[src/rtl/fx2_pkg.sv]
// Shared types and constants for the FX2 slave-FIFO stream-IN writer.
package fx2_pkg;

   typedef enum logic [7:0] {
      ST_IDLE      = 8'b0000_0001,
      ST_CHECK     = 8'b0000_0010,
      ST_WAIT_FULL = 8'b0000_0100,
      ST_SETUP     = 8'b0000_1000,
      ST_WRITE     = 8'b0001_0000,
      ST_CLOSE     = 8'b0010_0000,
      ST_PKTEND    = 8'b0100_0000,
      ST_DROP      = 8'b1000_0000
   } fx2_state_e;

   localparam logic [1:0] FX2_EP2 = 2'b00;
   localparam logic [1:0] FX2_EP4 = 2'b01;
   localparam logic [1:0] FX2_EP6 = 2'b10;
   localparam logic [1:0] FX2_EP8 = 2'b11;

   localparam int POLICY_DROP  = 0;
   localparam int POLICY_STALL = 1;

endpackage

[src/rtl/fx2_stream_writer_if.sv]
// Master-side word stream into the FX2 writer: packet window, word strobe, data, busy.
interface fx2_stream_writer_if #(
   parameter int DATA_W = 8
);
   logic              menable;
   logic              mready;
   logic [DATA_W-1:0] mdata;
   logic              mbusy;

   modport master (output menable, output mready, output mdata, input mbusy);
   modport slave  (input menable, input mready, input mdata, output mbusy);

endinterface

[src/rtl/fx2_word_fifo.sv]
// Synchronous word FIFO, head visible combinationally; a push while full is ignored.
module fx2_word_fifo #(
   parameter int WIDTH = 8,
   parameter int DEPTH = 16
) (
   input  logic             clk,
   input  logic             reset,
   input  logic             push,
   input  logic [WIDTH-1:0] push_dat,
   input  logic             pop,
   output logic [WIDTH-1:0] head,
   output logic             empty,
   output logic             full
);
   localparam int AW = $clog2(DEPTH);

   logic [WIDTH-1:0] mem_q [DEPTH];
   logic [AW-1:0]    wr_ptr_q, wr_ptr_d;
   logic [AW-1:0]    rd_ptr_q, rd_ptr_d;
   logic [AW:0]      count_q, count_d;
   logic             do_push, do_pop;

   assign empty   = (count_q == '0);
   assign full    = (count_q == (AW+1)'(DEPTH));
   assign head    = mem_q[rd_ptr_q];
   assign do_push = push && !full;
   assign do_pop  = pop && !empty;

   always_comb begin
      wr_ptr_d = wr_ptr_q;
      rd_ptr_d = rd_ptr_q;
      count_d  = count_q;
      if (do_push) wr_ptr_d = wr_ptr_q + AW'(1);
      if (do_pop)  rd_ptr_d = rd_ptr_q + AW'(1);
      if (do_push && !do_pop) count_d = count_q + (AW+1)'(1);
      else if (!do_push && do_pop) count_d = count_q - (AW+1)'(1);
   end

   always_ff @(posedge clk or negedge reset) begin
      if (!reset) begin
         wr_ptr_q <= '0;
         rd_ptr_q <= '0;
         count_q  <= '0;
      end else begin
         wr_ptr_q <= wr_ptr_d;
         rd_ptr_q <= rd_ptr_d;
         count_q  <= count_d;
      end
   end

   // Storage carries no reset; the pointers alone define what is valid.
   always_ff @(posedge clk) begin
      if (do_push) mem_q[wr_ptr_q] <= push_dat;
   end

endmodule

[src/rtl/fx2_stream_writer.sv]
// FX2 slave-FIFO stream-IN writer: buffered master words out as slwr strobes, 3 cycles/word.
// mbusy holds off the master while the buffer is full or a packet close is pending.
module fx2_stream_writer
   import fx2_pkg::*;
#(
   parameter int         DATA_W      = 8,
   parameter logic [1:0] EP_ADDR     = FX2_EP6,
   parameter int         BUF_DEPTH   = 16,
   parameter int         MAX_PKT     = 512,
   parameter int         FULL_POLICY = POLICY_DROP
) (
   input  logic              clk,
   input  logic              reset,
   fx2_stream_writer_if.slave m_if,
   input  logic              flagd,
   output logic [DATA_W-1:0] fdata,
   output logic [1:0]        faddr,
   output logic              sloe,
   output logic              slrd,
   output logic              slwr,
   output logic              pkt_end,
   output logic [15:0]       drop_count,
   output logic              overflow
);
   localparam int CNT_W = $clog2(MAX_PKT + 1);

   fx2_state_e        state_q, state_d;
   logic [CNT_W-1:0]  word_cnt_q, word_cnt_d;
   logic [15:0]       drop_cnt_q, drop_cnt_d;
   logic [DATA_W-1:0] fdata_q, fdata_d;
   logic              slwr_q, slwr_d;
   logic              pkt_end_q, pkt_end_d;
   logic              end_pending_q, end_pending_d;
   logic              menable_q, menable_d;
   logic              overflow_q, overflow_d;

   logic              buf_push, buf_pop, buf_empty, buf_full;
   logic [DATA_W-1:0] buf_head;
   logic              mbusy, menable_fall, end_clr;

   assign mbusy        = buf_full || end_pending_q;
   assign buf_push     = m_if.menable && m_if.mready && !mbusy;
   assign menable_fall = menable_q && !m_if.menable;
   assign m_if.mbusy   = mbusy;

   fx2_word_fifo #(
      .WIDTH (DATA_W),
      .DEPTH (BUF_DEPTH)
   ) u_fifo (
      .clk      (clk),
      .reset    (reset),
      .push     (buf_push),
      .push_dat (m_if.mdata),
      .pop      (buf_pop),
      .head     (buf_head),
      .empty    (buf_empty),
      .full     (buf_full)
   );

   always_comb begin
      state_d    = state_q;
      word_cnt_d = word_cnt_q;
      drop_cnt_d = drop_cnt_q;
      buf_pop    = 1'b0;
      end_clr    = 1'b0;
      case (state_q)
         ST_IDLE: begin
            if (!buf_empty)         state_d = ST_CHECK;
            else if (end_pending_q) state_d = ST_CLOSE;
         end
         ST_CHECK: begin
            if (flagd)                             state_d = ST_SETUP;
            else if (FULL_POLICY == POLICY_STALL)  state_d = ST_WAIT_FULL;
            else                                   state_d = ST_DROP;
         end
         ST_WAIT_FULL: begin
            if (flagd) state_d = ST_SETUP;
         end
         ST_SETUP: begin
            buf_pop = 1'b1;
            state_d = ST_WRITE;
         end
         ST_WRITE: begin
            word_cnt_d = word_cnt_q + CNT_W'(1);
            if (word_cnt_d == CNT_W'(MAX_PKT)) state_d = ST_PKTEND;
            else if (!buf_empty)                 state_d = ST_CHECK;
            else                                 state_d = ST_IDLE;
         end
         ST_CLOSE: begin
            if (word_cnt_q != '0) begin
               state_d = ST_PKTEND;
            end else begin
               state_d = ST_IDLE;
               end_clr = 1'b1;
            end
         end
         ST_PKTEND: begin
            word_cnt_d = '0;
            // A forced commit with words still buffered leaves the pending close for them.
            end_clr    = buf_empty;
            state_d    = ST_IDLE;
         end
         ST_DROP: begin
            if (!buf_empty) begin
               buf_pop = 1'b1;
               if (drop_cnt_q != 16'hFFFF) drop_cnt_d = drop_cnt_q + 16'd1;
            end else if (end_pending_q) begin
               if (word_cnt_q != '0) begin
                  state_d = ST_PKTEND;
               end else begin
                  state_d = ST_IDLE;
                  end_clr = 1'b1;
               end
            end
         end
         default: state_d = ST_IDLE;
      endcase

      end_pending_d = end_pending_q;
      if (end_clr)      end_pending_d = 1'b0;
      if (menable_fall) end_pending_d = 1'b1;
   end

   always_comb begin
      slwr_d     = (state_d != ST_WRITE);
      pkt_end_d  = (state_d != ST_PKTEND);
      fdata_d    = fdata_q;
      if (state_d == ST_SETUP)       fdata_d = buf_head;
      else if (state_d == ST_PKTEND) fdata_d = '0;
      menable_d  = m_if.menable;
      overflow_d = overflow_q || (m_if.mready && mbusy);
   end

   always_ff @(posedge clk or negedge reset) begin
      if (!reset) begin
         state_q       <= ST_IDLE;
         word_cnt_q    <= '0;
         drop_cnt_q    <= '0;
         fdata_q       <= '0;
         slwr_q        <= 1'b1;
         pkt_end_q     <= 1'b1;
         end_pending_q <= 1'b0;
         menable_q     <= 1'b0;
         overflow_q    <= 1'b0;
      end else begin
         state_q       <= state_d;
         word_cnt_q    <= word_cnt_d;
         drop_cnt_q    <= drop_cnt_d;
         fdata_q       <= fdata_d;
         slwr_q        <= slwr_d;
         pkt_end_q     <= pkt_end_d;
         end_pending_q <= end_pending_d;
         menable_q     <= menable_d;
         overflow_q    <= overflow_d;
      end
   end

   assign fdata      = fdata_q;
   assign faddr      = EP_ADDR;
   assign sloe       = 1'b1;
   assign slrd       = 1'b1;
   assign slwr       = slwr_q;
   assign pkt_end    = pkt_end_q;
   assign drop_count = drop_cnt_q;
   assign overflow   = overflow_q;

endmodule

[src/flat_wrapper.sv]
// flat-port wrapper written by rule: the top's interface ports become plain ports
module fx2_stream_writer_flat import fx2_pkg::*;
#(
   parameter int         DATA_W      = 8,
   parameter logic [1:0] EP_ADDR     = FX2_EP6,
   parameter int         BUF_DEPTH   = 16,
   parameter int         MAX_PKT     = 512,
   parameter int         FULL_POLICY = POLICY_DROP
)
  (clk, reset, flagd, fdata, faddr, sloe, slrd, slwr, pkt_end, drop_count, overflow, m_if_menable, m_if_mready, m_if_mdata, m_if_mbusy);
  fx2_stream_writer_if #(.DATA_W(DATA_W)) m_if_i ();
  input  logic clk;
  input  logic reset;
  input  logic flagd;
  output logic [DATA_W-1:0] fdata;
  output logic [1:0] faddr;
  output logic sloe;
  output logic slrd;
  output logic slwr;
  output logic pkt_end;
  output logic [15:0] drop_count;
  output logic overflow;
  input wire logic [$bits(m_if_i.menable)-1:0] m_if_menable;
  input wire logic [$bits(m_if_i.mready)-1:0] m_if_mready;
  input wire logic [$bits(m_if_i.mdata)-1:0] m_if_mdata;
  output wire logic [$bits(m_if_i.mbusy)-1:0] m_if_mbusy;
  assign m_if_i.menable = m_if_menable;
  assign m_if_i.mready = m_if_mready;
  assign m_if_i.mdata = m_if_mdata;
  assign m_if_mbusy = m_if_i.mbusy;
  fx2_stream_writer #(.DATA_W(DATA_W), .EP_ADDR(EP_ADDR), .BUF_DEPTH(BUF_DEPTH), .MAX_PKT(MAX_PKT), .FULL_POLICY(FULL_POLICY)) u_core (.clk(clk), .reset(reset), .m_if(m_if_i), .flagd(flagd), .fdata(fdata), .faddr(faddr), .sloe(sloe), .slrd(slrd), .slwr(slwr), .pkt_end(pkt_end), .drop_count(drop_count), .overflow(overflow));
endmodule
[config.mk]
export PLATFORM = sky130hd
export DESIGN_NAME = fx2_stream_writer_flat
export DESIGN_NICKNAME = d
export VERILOG_FILES = /design/src/rtl/fx2_pkg.sv /design/src/rtl/fx2_stream_writer_if.sv /design/src/rtl/fx2_word_fifo.sv /design/src/rtl/fx2_stream_writer.sv /design/src/flat_wrapper.sv
export SDC_FILE = /design/constraint.sdc
export NUM_CORES = 1
export LEC_CHECK = 0
export CAP_MARGIN = 10
export CORE_MARGIN = 8
export CORE_UTILIZATION = 40
export DETAILED_ROUTE_END_ITERATION = 12
export SYNTH_ARGS = -nofsm -noshare
export SYNTH_HDL_FRONTEND = slang
export SYNTH_SLANG_ARGS = --single-unit
[constraint.sdc]
create_clock -name clk -period 2.78 [get_ports clk]
set_input_delay 0.556 -clock clk [delete_from_list [all_inputs] [get_ports clk]]
set_output_delay 0.556 -clock clk [all_outputs]
set_load 0.02 [all_outputs]
==> results by stage, run 1 <==
Timing:
- The number of failing hold endpoints at the final stage was 0.
- The count of endpoints failing setup in the final report is 0.
- The worst path uses 99.4% of the clock period.
- The final max-slew violation count is 0.
- On the final layout, the worst clock skew is 0.0113 ns.
- At the pin with the least slew margin, the transition time is just under 1 ns.
- The maximum clock frequency is roughly 360 MHz.
- Setup repair after global routing could not meet its margin everywhere.
- The worst relative slew slack is between 30% and 40%.
- The worst setup slack after layout is roughly 0.017 ns.
- The post-route minimum period is around 2.8 ns.

Floorplanning:
- The die width is around 160 um.
- The vertical extent of the die is 157 um.
- 45 I/O pins were placed.
- The die covers 24600 um2.
- For this configuration, the core starts out at a cell density of ~41%.
- The core area is 19500 um2.
- The number of placement rows is 51.

Global route:
- The wire length of the first global-routing pass is roughly 26000 um.
- The number of antenna violations at the first check in global routing is 0.
- The via count of the first global-routing pass is roughly 4700.
- For this run, the total global-route usage over all layers was measured as between 10% and 20%.
- Entering global routing, the biggest net connects 36 pins.
- The total overflow reported by the global router is 0.

Placement:
- Port buffering added 40 buffers.
- The congestion estimate from routability-driven global placement came to 0.889.
- Including well taps, the total number of placed cells is 832.
- Detailed placement finished with a half-perimeter wire length of around 11000 um.
- Once placement finished, the instance area stood at 8880 um2.
- At the placement stage, the worst setup path has a slack of -0.0392 ns.

Route:
- For this run, design rule violations remaining after detail routing come to 0.
- The count of routing violations after the opening detailed-route iteration is 318.
- The pre-antenna-repair detailed-routing pass consisted of 5 iterations.
- Dividing the detail-routed wire length by the instance count gives ~19 um.
- The highest routed metal layer is met4.
- The via density per instance is 5.36.
- The total routed wire length on the met1 layer is around 7500 um.
- Detailed routing placed a total of between 1000 and 1500 um of wire on met3.
- Across all layers, the routed design uses 4644 vias.
- The wire length after detailed routing is 16700 um.
- The met2 wire length is approximately 8000 um.
- The post-detailed-route count of antenna-violating nets is 0.

Finish:
- After routing the design area is between 9000 and 10000 um2.
- Compared with the post-synthesis result, the final layout area differs by 19.4%.
- The top cell types in the final layout, fill and taps aside, are edfxtp_1, dfrtp_1, clkdlybuf4s50_1.
- Excluding fillers, the count of instances in the completed layout stands at 867.
- The diode insertion count for antenna repair is 0.
- After filler insertion, the fill cell instance count of the layout stands at between 1500 and 2000.
- The library cell used most frequently in the layout, excluding fill and tap cells, is edfxtp_1.
- For this run, the post-layout net count is slightly above 600.
- The post-route netlist has approximately 22% of its cells at a drive strength greater than 1.

Synth:
- Yosys printed 0 warnings.
- The post-synthesis area per instance is around 15 um2.
- Counting flops with an async set or reset pin after synthesis yields a share of a little under a third.
- Synthesis handed over a netlist of 515 instances.
- Summing every instance area after synthesis gives ~8000 um2.
- For this run, the leading register cell type out of synthesis is edfxtp_1.
- The count of flip-flops with a built-in enable after synthesis is between 100 and 150.
- The number of distinct standard cells referenced by the synthesized netlist is 51.
- The synthesized design contains ~190 register bits.
- Sequential elements use 67.4% of the synthesized area.

Pwr:
- In this run the static leakage power is ~0.0034 uW.
- Summing internal, switching and leakage power gives 7920 uW.
- The peak supply drop is between 0.4 and 0.5 mV.
- In this run the power density over the cells is roughly 840 nW/um2.

Critical path:
- The critical path endpoint category is a flop.
- Of all nets on the critical path, the largest fanout is 4.
- STA puts the critical path data arrival time at 3.12 ns.
- The required time reported for the critical path endpoint is roughly 3.1 ns.
- The category of the most critical setup path is flop to flop.
- The element type at the critical path start is a flop.

Job:
- The number of violations of the max-capacitance limit is 0.

Run status:
- The flow ran to the end, and the final reports show no timing, DRC or antenna violations.

CTS:
- The clock buffer count from CTS is 17.
- The tree is rooted in a clkbuf_16.
- The post-CTS clock slew at the launch and capture registers of the worst setup and hold paths is 0.07 ns.
- The longest clock path from root to sink contains 2 buffers.
- The CTS tree is done.
- CTS built an H-tree with a depth of 4.
- For this design, the CTS-stage hold fixing added 0 buffers.
- The clock sink count is 188.
- The clock latency on the worst-skew pair is 0.43 ns.

Min path:
- The worst hold path belongs to the class primary input to asynchronous set/reset pin.
[state kept, by name (all words and copies together) (netlist names)]
name	flops
u_core.u_fifo.rd_ptr_q	4
u_core.slwr	1
u_core.u_fifo.count_q	5
u_core.menable_q	1
u_core.u_fifo.mem_q	128
u_core.end_pending_q	1
u_core.u_fifo.wr_ptr_q	4
u_core.overflow	1
u_core.word_cnt_q	10
u_core.fdata	8
u_core.state_q	8
u_core.pkt_end	1
u_core.drop_count	16
[cells in the mapped netlist, types with 4 or more instances]
cell type / instances / area share [%]
buf_2: 6 / 0.38
nand2_1: 29 / 1.4
xnor2_1: 19 / 2.1
nor4_1: 5 / 0.39
nor3_1: 4 / 0.25
a21oi_1: 12 / 0.76
nand4_1: 13 / 1.0
nor2b_1: 7 / 0.55
and2_1: 9 / 0.71
o21ai_0: 20 / 1.3
inv_1: 21 / 0.99
and3_1: 5 / 0.39
clkbuf_1: 12 / 0.57
a31o_2: 9 / 0.99
dfrtp_1: 57 / 18
mux4_2: 32 / 9.1
nand3_1: 9 / 0.57
xor2_1: 10 / 1.1
buf_4: 5 / 0.47
a22oi_1: 14 / 1.3
nor2_1: 27 / 1.3
ha_1: 12 / 1.9
edfxtp_1: 128 / 48
[per-stage QoR]
step           utilization [%]  TNS [ns]  hold WS, ns
2_1_floorplan                -         0        0.260
3_3_place_gp              45.6         0        0.447
3_5_place_dp              45.6   -0.0392        0.455
4_1_cts                   48.6         0        0.241
5_1_grt                   48.7    -0.115        0.264
6_report                  48.7         0        0.210
[per-layer routing]
layer  track usage (%)  up-vias
met5                 0        -
met4              3.34        0
met2              22.6      131
met1              19.1     2384
met3              3.81       22
li1                  -     2107
[final timing paths]
check,start,to,slack (ns),cells past startpoint
worst max-delay path,u_core.state_q[4],u_core.u_fifo.count_q[4],0.02,12
worst min-delay path,reset,u_core.word_cnt_q[8],0.21,1
worst max register to register,u_core.state_q[4],u_core.u_fifo.count_q[4],0.02,12
worst min register to register,u_core.overflow,u_core.overflow,0.46,1
max in group asynchronous,reset,u_core.pkt_end,1.88,2
min in group clk,u_core.overflow,u_core.overflow,0.46,1
[kinds of logic (layout without fill, tap and decap cells)]
logic type      Yosys count  count (layout)  share of synthesized area [%]
buf+inv                  45             130                           2.55
xor+xnor                 30              30                           3.41
mux                      35              35                           9.49
fa+ha+maj                13              13                           2.14
flops                   188             188                           67.4
other cells               2               4                         0.0946
compound gates           75              75                           6.31
simple gates            127             127                           8.61
[what timing repair did]
item	CTS	global route
endpoints found under the setup margin	2	1
setup buffers	1	3
pin swaps	2	3
gates resized for setup	1	3
cloned	0	0
[layout make-up]
cell class	instances	area [um2]	area share (%)
repair buffers	78	718	7.58
well taps	265	332	3.50
clock inverters	14	134	1.41
clock buffers	17	425	4.49
inverters	21	81.3	0.858
multi-input cells	284	2430	25.7
flip-flops and latches	188	5350	56.5
[report_power, final]
part | internal (uW) | switching [uW]
sequential | 3190 | 303
clock | 1250 | 1080
combinational | 1070 | 1020
total | 5510 | 2410
[worst max-delay path, stage by stage, from the launching register on]
cell and delay, ns:
dfrtp_2 0.44, nor4_4 0.39, nand4b_1 0.23, a21oi_2 0.24, inv_2 0.07, ha_4 0.18
inv_4 0.07, ha_4 0.20, nor2b_1 0.12, o21a_1 0.17, or3_1 0.32, a21oi_2 0.14
xnor2_1 0.12
Power figures use the tool's default switching activity.
==> run 2, diff against run 1 <==
Settings changed: PLACE_DENSITY set to 0.69.
==> results by stage, run 2 (same netlist as run 1, synthesis figures left out) <==
Finish:
- The post-layout net count came to 609 (was 616).
- The area of combinational cells with multiple inputs is 2440 um2 (was 2430 um2).
- The non-filler instance count after layout was 861 (was 867).
- Most used cells in the layout excluding fill and tap cells: edfxtp_1, dfrtp_1, clkdlybuf4s50_1 (unchanged).
- The area growth from synthesis to final layout is 19.0% (was 19.4%).
- The layout cell share with drive strength beyond 1 was 21.1% (was 22.1%).
- The flip-flop and latch area is 5350 um2 (about the same).
- The diode insertion count for antenna repair is 0 (unchanged).
- The leading cell type in the layout, fill and taps excluded is edfxtp_1 (unchanged).
- The number of flip-flops under the largest register name came to 128 (unchanged).
- The fill cell total of the finished layout was 1634 (was 1666).
- The register ranked first by flip-flop count was u_core.u_fifo.mem_q (unchanged).

Critical path:
- The required time reported for the critical path endpoint was 3.13 ns (about the same).
- Ordered list of cells on the worst path: nor4_4 > nand4b_1 > a21oi_2 > inv_2 > ha_4 > inv_4 > ha_4 > nor2b_4 > o21a_1 > or3_1 > a21oi_2 > xnor2_1 (was nor4_4 > nand4b_1 > a21oi_2 > inv_2 > ha_4 > inv_4 > ha_4 > nor2b_1 > o21a_1 > or3_1 > a21oi_2 > xnor2_1).
- The source of the critical timing path is u_core.state_q[1] (was u_core.state_q[4]).
- The register-to-register path setup slack came to 0.08 ns (was 0.02 ns).
- The element type at the critical path start is a flop (unchanged).
- The startpoint of the lowest-slack register-to-register path is u_core.state_q[1] (was u_core.state_q[4]).
- The critical path's largest stage delay is 0.41 ns (was 0.44 ns).
- The endpoint of the most critical register-to-register path is u_core.u_fifo.count_q[4] (unchanged).
- The critical path endpoint category is a flop (unchanged).
- The depth of the worst register-to-register path came to 12 (unchanged).
- The data arrival time of the critical path is 3.05 ns (was 3.12 ns).
- The category of the most critical setup path is flop to flop (unchanged).
- The maximum net fanout on the critical path came to 4 (unchanged).
- The standard cell with the maximum stage delay on the critical path is dfrtp_1 (was dfrtp_2).

Timing:
- The worst relative slew slack was 34.9% (was 34.0%).
- The worst-margin pin slew came to 0.973 ns (was 0.987 ns).
- The count of endpoints failing setup in the final report came to 0 (unchanged).
- The final max-slew violation count was 0 (unchanged).
- The maximum clock frequency is 370 MHz (was 362 MHz).
- The period utilization was 97.3% (was 99.4%).
- The number of failing hold endpoints at the final stage is 0 (unchanged).
- The worst setup slack after layout came to 0.0752 ns (was 0.0174 ns).
- The post-route minimum period is 2.70 ns (was 2.76 ns).
- The worst clock skew on the final layout came to 0.0157 ns (was 0.0113 ns).

Pwr:
- The sum of internal, switching and leakage power is 7940 uW (was 7920 uW).
- The leakage power total is 0.00339 uW (was 0.00342 uW).
- The power density of the placed cells is 841 nW/um2 (was 835 nW/um2).
- The peak supply drop came to 0.460 mV (was 0.414 mV).

Floorplanning:
- The initial standard-cell utilization of the core is 40.8% (unchanged).
- The core area came to 19500 um2 (unchanged).
- The die width is 157 um (unchanged).
- The number of placement rows is 51 (unchanged).
- The vertical extent of the die was 157 um (unchanged).
- The area of the die is 24600 um2 (unchanged).
- The number of I/O pins is 45 (unchanged).

Job:
- The number of violations of the max-capacitance limit is 0 (unchanged).

CTS:
- The post-CTS clock slew at the launch and capture registers of the worst setup and hold paths is 0.07 ns (about the same).
- The clock latency on the worst-skew pair is 0.43 ns (about the same).
- The number of hold buffers added after CTS is 0 (unchanged).
- The CTS tree is done (unchanged).
- The clock buffer count from CTS is 17 (unchanged).
- The number of levels in the clock H-tree came to 4 (unchanged).
- The maximum root-to-sink buffer count came to 2 (unchanged).
- The clock root buffer is clkbuf_16 (unchanged).
- The clock sink count was 188 (unchanged).

Route:
- The number of vias after detailed routing is 4615 (was 4644).
- The via density per instance is 5.36 (about the same).
- The DRC violations left was 0 (unchanged).
- The count of routing violations after the opening detailed-route iteration is 474 (was 318).
- The number of optimization iterations in the first detailed-route pass was 4 (was 5).
- The wire length after detailed routing is 16300 um (was 16700 um).
- The mean routed wirelength per cell was 19.0 um (was 19.3 um).
- The post-detailed-route count of antenna-violating nets is 0 (unchanged).

Global route:
- The total overflow reported by the global router came to 0 (unchanged).
- The number of antenna violations at the first check in global routing is 0 (unchanged).
- The via count of the first global-routing pass is 4677 (was 4691).
- The overall fraction of global-route tracks in use came to 13.8% (was 14.2%).
- The pin count of the biggest net entering global routing came to 61 (was 36).
- The wire length of the first global-routing pass is 25600 um (was 26300 um).

Placement:
- The detailed-placement wirelength estimate is 10900 um (was 11300 um).
- The setup slack at placement is -0.0182 ns (was -0.0392 ns).
- The routability-driven placement congestion ratio is 0.856 (was 0.889).
- The cell count after placement came to 827 (was 832).
- The number of buffer cells added on primary ports came to 40 (unchanged).

Min path:
- The class of the most critical hold timing path was primary input to asynchronous set/reset pin (unchanged).

Run status:
- Run status: complete, no violations (unchanged).
-- run 2: per-stage QoR --
step	hold WS, ns	TNS [ns]	area [um2]	utilization (%)
2_1_floorplan	0.260	0	7980	-
3_3_place_gp	0.438	0	8830	45.3
3_5_place_dp	0.460	-0.0182	8830	45.3
4_1_cts	0.132	0	9420	48.4
5_1_grt	0.145	-0.0105	9450	48.5
6_report	0.118	0	9450	48.5
-- run 2: final cells by class --
| type | count | area share, % |
|---|---|---|
| inverter | 21 | 0.861 |
| clock inverter | 13 | 1.59 |
| clock buffer | 19 | 4.58 |
| timing repair buffer | 71 | 6.94 |
| sequential | 188 | 56.6 |
| tap | 265 | 3.51 |
| multi-input combinational | 284 | 25.9 |
-- run 2: worst max-delay path by stage --
stage                                     endpoint
final                     u_core.u_fifo.count_q[4]
after global routing      u_core.u_fifo.count_q[4]
after CTS                               m_if_mbusy
after detailed placement  u_core.u_fifo.count_q[4]
after global placement    u_core.u_fifo.count_q[4]
after floorplan           u_core.u_fifo.count_q[4]
-- run 2: power by group --
| part | switching [uW] | leakage, uW | internal, uW |
|---|---|---|---|
| sequential | 219 | 0.00193 | 3190 |
| clock | 1110 | 0.000283 | 1280 |
| combinational | 1080 | 0.00119 | 1060 |
| total | 2410 | 0.00339 | 5530 |
-- run 2: worst max-delay path, delay by kind of cell, from the launching register on --
kind,cells,cell delay (ns)
flops,1,0.41
fa+ha+maj,2,0.37
buf+inv,2,0.13
simple gates,4,1.05
xor+xnor,1,0.13
compound gates,3,0.54
-- run 2: metal layers --
metal / GRT usage, % / up-vias / wire length, um
li1: - / 2096 / -
met1: 17.0 / 2355 / 6700
met2: 22.4 / 150 / 8100
met3: 4.16 / 14 / 1350
met4: 5.45 / 0 / 193
met5: 0 / - / 0
-- run 2: timing repair --
action	4_1_cts	5_1_grt
pin swaps	0	3
setup buffers	0	2
setup endpoints to repair	1	2
gates resized for setup	1	5
==> run 3, diff against run 2 <==
Settings changed: CORE_MARGIN 8 to 2.
==> results by stage, run 3 (same netlist as run 1, synthesis figures left out) <==
Run status:
- Run status: complete, no violations (unchanged).

Pwr:
- The power density of the placed cells came to 843 nW/um2 (was 841 nW/um2).
- The peak supply drop came to 0.484 mV (was 0.460 mV).
- The leakage power total is 0.00338 uW (was 0.00339 uW).

Finish:
- The fill cell total of the finished layout came to 1609 (was 1634).
- The diode insertion count for antenna repair is 0 (unchanged).
- The register ranked first by flip-flop count is u_core.u_fifo.mem_q (unchanged).
- The layout cell share with drive strength beyond 1 is 21.0% (was 21.1%).
- The area of combinational cells with multiple inputs is 2460 um2 (was 2440 um2).
- The number of flip-flops under the largest register name is 128 (unchanged).
- Most used cells in the layout excluding fill and tap cells: edfxtp_1, dfrtp_1, clkdlybuf4s50_1 (unchanged).
- The non-filler instance count after layout came to 860 (was 861).
- The area growth from synthesis to final layout is 18.9% (was 19.0%).
- The leading cell type in the layout, fill and taps excluded was edfxtp_1 (unchanged).
- The flip-flop and latch area is 5350 um2 (about the same).
- The post-layout net count is 608 (was 609).

Placement:
- The routability-driven placement congestion ratio is 0.862 (was 0.856).
- The detailed-placement wirelength estimate is 10700 um (was 10900 um).
- The cell count after placement is 825 (was 827).
- The number of buffer cells added on primary ports is 40 (unchanged).
- The setup slack at placement is -0.0238 ns (was -0.0182 ns).

Route:
- The number of optimization iterations in the first detailed-route pass was 4 (unchanged).
- The count of routing violations after the opening detailed-route iteration came to 318 (was 474).
- The via density per instance is 5.24 (was 5.36).
- The post-detailed-route count of antenna-violating nets is 0 (unchanged).
- The wire length after detailed routing is 15700 um (was 16300 um).
- The DRC violations left came to 0 (unchanged).
- The mean routed wirelength per cell is 18.3 um (was 19.0 um).
- The number of vias after detailed routing is 4503 (was 4615).

Critical path:
- The depth of the worst register-to-register path is 12 (unchanged).
- The data arrival time of the critical path is 2.15 ns (was 3.05 ns).
- The maximum net fanout on the critical path is 5 (was 4).
- The element type at the critical path start is a flop (unchanged).
- The required time reported for the critical path endpoint is 2.22 ns (was 3.13 ns).
- The category of the most critical setup path is flop to output pin (was flop to flop).
- The critical path endpoint category is an output pin (was flop).

Timing:
- The worst-margin pin slew is 1.16 ns (was 0.973 ns).
- The number of failing hold endpoints at the final stage is 0 (unchanged).
- The period utilization is 97.4% (was 97.3%).
- The count of endpoints failing setup in the final report is 0 (unchanged).
- The worst hold margin is 0.0603 ns (was 0.118 ns).
- The worst clock skew on the final layout is 0.0114 ns (was 0.0157 ns).
- The maximum clock frequency is 369 MHz (was 370 MHz).
- The post-route minimum period came to 2.71 ns (was 2.70 ns).
- The worst relative slew slack is 22.3% (was 34.9%).
- The worst setup slack after layout is 0.0716 ns (was 0.0752 ns).
- The final max-slew violation count is 0 (unchanged).

Global route:
- The number of antenna violations at the first check in global routing was 0 (unchanged).
- The total overflow reported by the global router is 0 (unchanged).
- The overall fraction of global-route tracks in use is 15.9% (was 13.8%).
- The pin count of the biggest net entering global routing is 33 (was 61).
- The wire length of the first global-routing pass is 24800 um (was 25600 um).
- The via count of the first global-routing pass was 4499 (was 4677).

CTS:
- The number of levels in the clock H-tree is 4 (unchanged).
- The clock sink count was 188 (unchanged).
- The post-CTS clock slew at the launch and capture registers of the worst setup and hold paths came to 0.07 ns (about the same).
- The maximum root-to-sink buffer count is 2 (unchanged).
- The clock root buffer is clkbuf_16 (unchanged).
- The number of hold buffers added after CTS was 0 (unchanged).
- The clock latency on the worst-skew pair is 0.43 ns (about the same).
- The clock buffer count from CTS came to 17 (unchanged).
- The CTS tree is done (unchanged).

Min path:
- The class of the most critical hold timing path is primary input to asynchronous set/reset pin (unchanged).

Floorplanning:
- The number of I/O pins is 45 (unchanged).
- The vertical extent of the die is 145 um (was 157 um).
- The initial standard-cell utilization of the core was 40.8% (unchanged).
- The number of placement rows is 51 (unchanged).
- The area of the die is 21000 um2 (was 24600 um2).
- The core area came to 19500 um2 (unchanged).
- The die width is 145 um (was 157 um).

Job:
- The number of violations of the max-capacitance limit is 0 (unchanged).
[run 3: power breakdown]
part | internal [uW] | total (uW) | switching (uW)
logic | 1050 | 2040 | 989
registers | 3200 | 3490 | 299
clock network | 1350 | 2420 | 1070
[run 3: critical path: stages, from the launching register on]
cell and delay (ns):
dfrtp_2 0.46, nor4_4 0.33, a21o_1 0.19, buf_4 0.14, clkdlybuf4s50_1 0.60
[run 3: timing repair]
| action | CTS | global route |
|---|---|---|
| pin swaps | 0 | 4 |
| setup endpoints to repair | 1 | 2 |
| gates resized for setup | 2 | 6 |
| buffers inserted | 0 | 3 |
[run 3: through the flow]
step           utilization [%]   TNS, ns  area, um2  total power (uW)
6_report                  48.5         0       9440              7960
5_1_grt                   48.5  -0.00837       9440              8320
2_1_floorplan                -         0       7980              4850
3_5_place_dp              45.2   -0.0238       8800              5530
3_3_place_gp              45.2         0       8800              5440
4_1_cts                   48.3         0       9400              7970
[run 3: layout make-up]
class,count,share of cell area [%]
Tap cell,265,3.51
Timing Repair Buffer,70,6.71
Multi-Input combinational cell,284,26.0
Sequential cell,188,56.7
Inverter,21,0.861
Clock inverter,13,1.62
Clock buffer,19,4.59
[run 3: final timing paths]
| kind | slack [ns] | to | from |
|---|---|---|---|
| max reg2reg | 0.10 | u_core.u_fifo.count_q[4] | u_core.u_fifo.count_q[0] |
| min in group clk | 0.46 | u_core.overflow | u_core.overflow |
| max | 0.07 | m_if_mbusy | u_core.u_fifo.count_q[0] |
| max in group asynchronous | 2.01 | u_core.slwr | reset |
| min reg2reg | 0.46 | u_core.overflow | u_core.overflow |
| min | 0.06 | u_core.word_cnt_q[9] | reset |
[run 3: metal layers]
layer | GRT usage, % | vias up | part of all wire (%)
met2 | 27.0 | 108 | 52
met4 | 5.67 | 0 | 1.3
met5 | 0 | - | 0
met3 | 3.03 | 18 | 4.2
li1 | - | 2095 | -
met1 | 20.6 | 2282 | 42
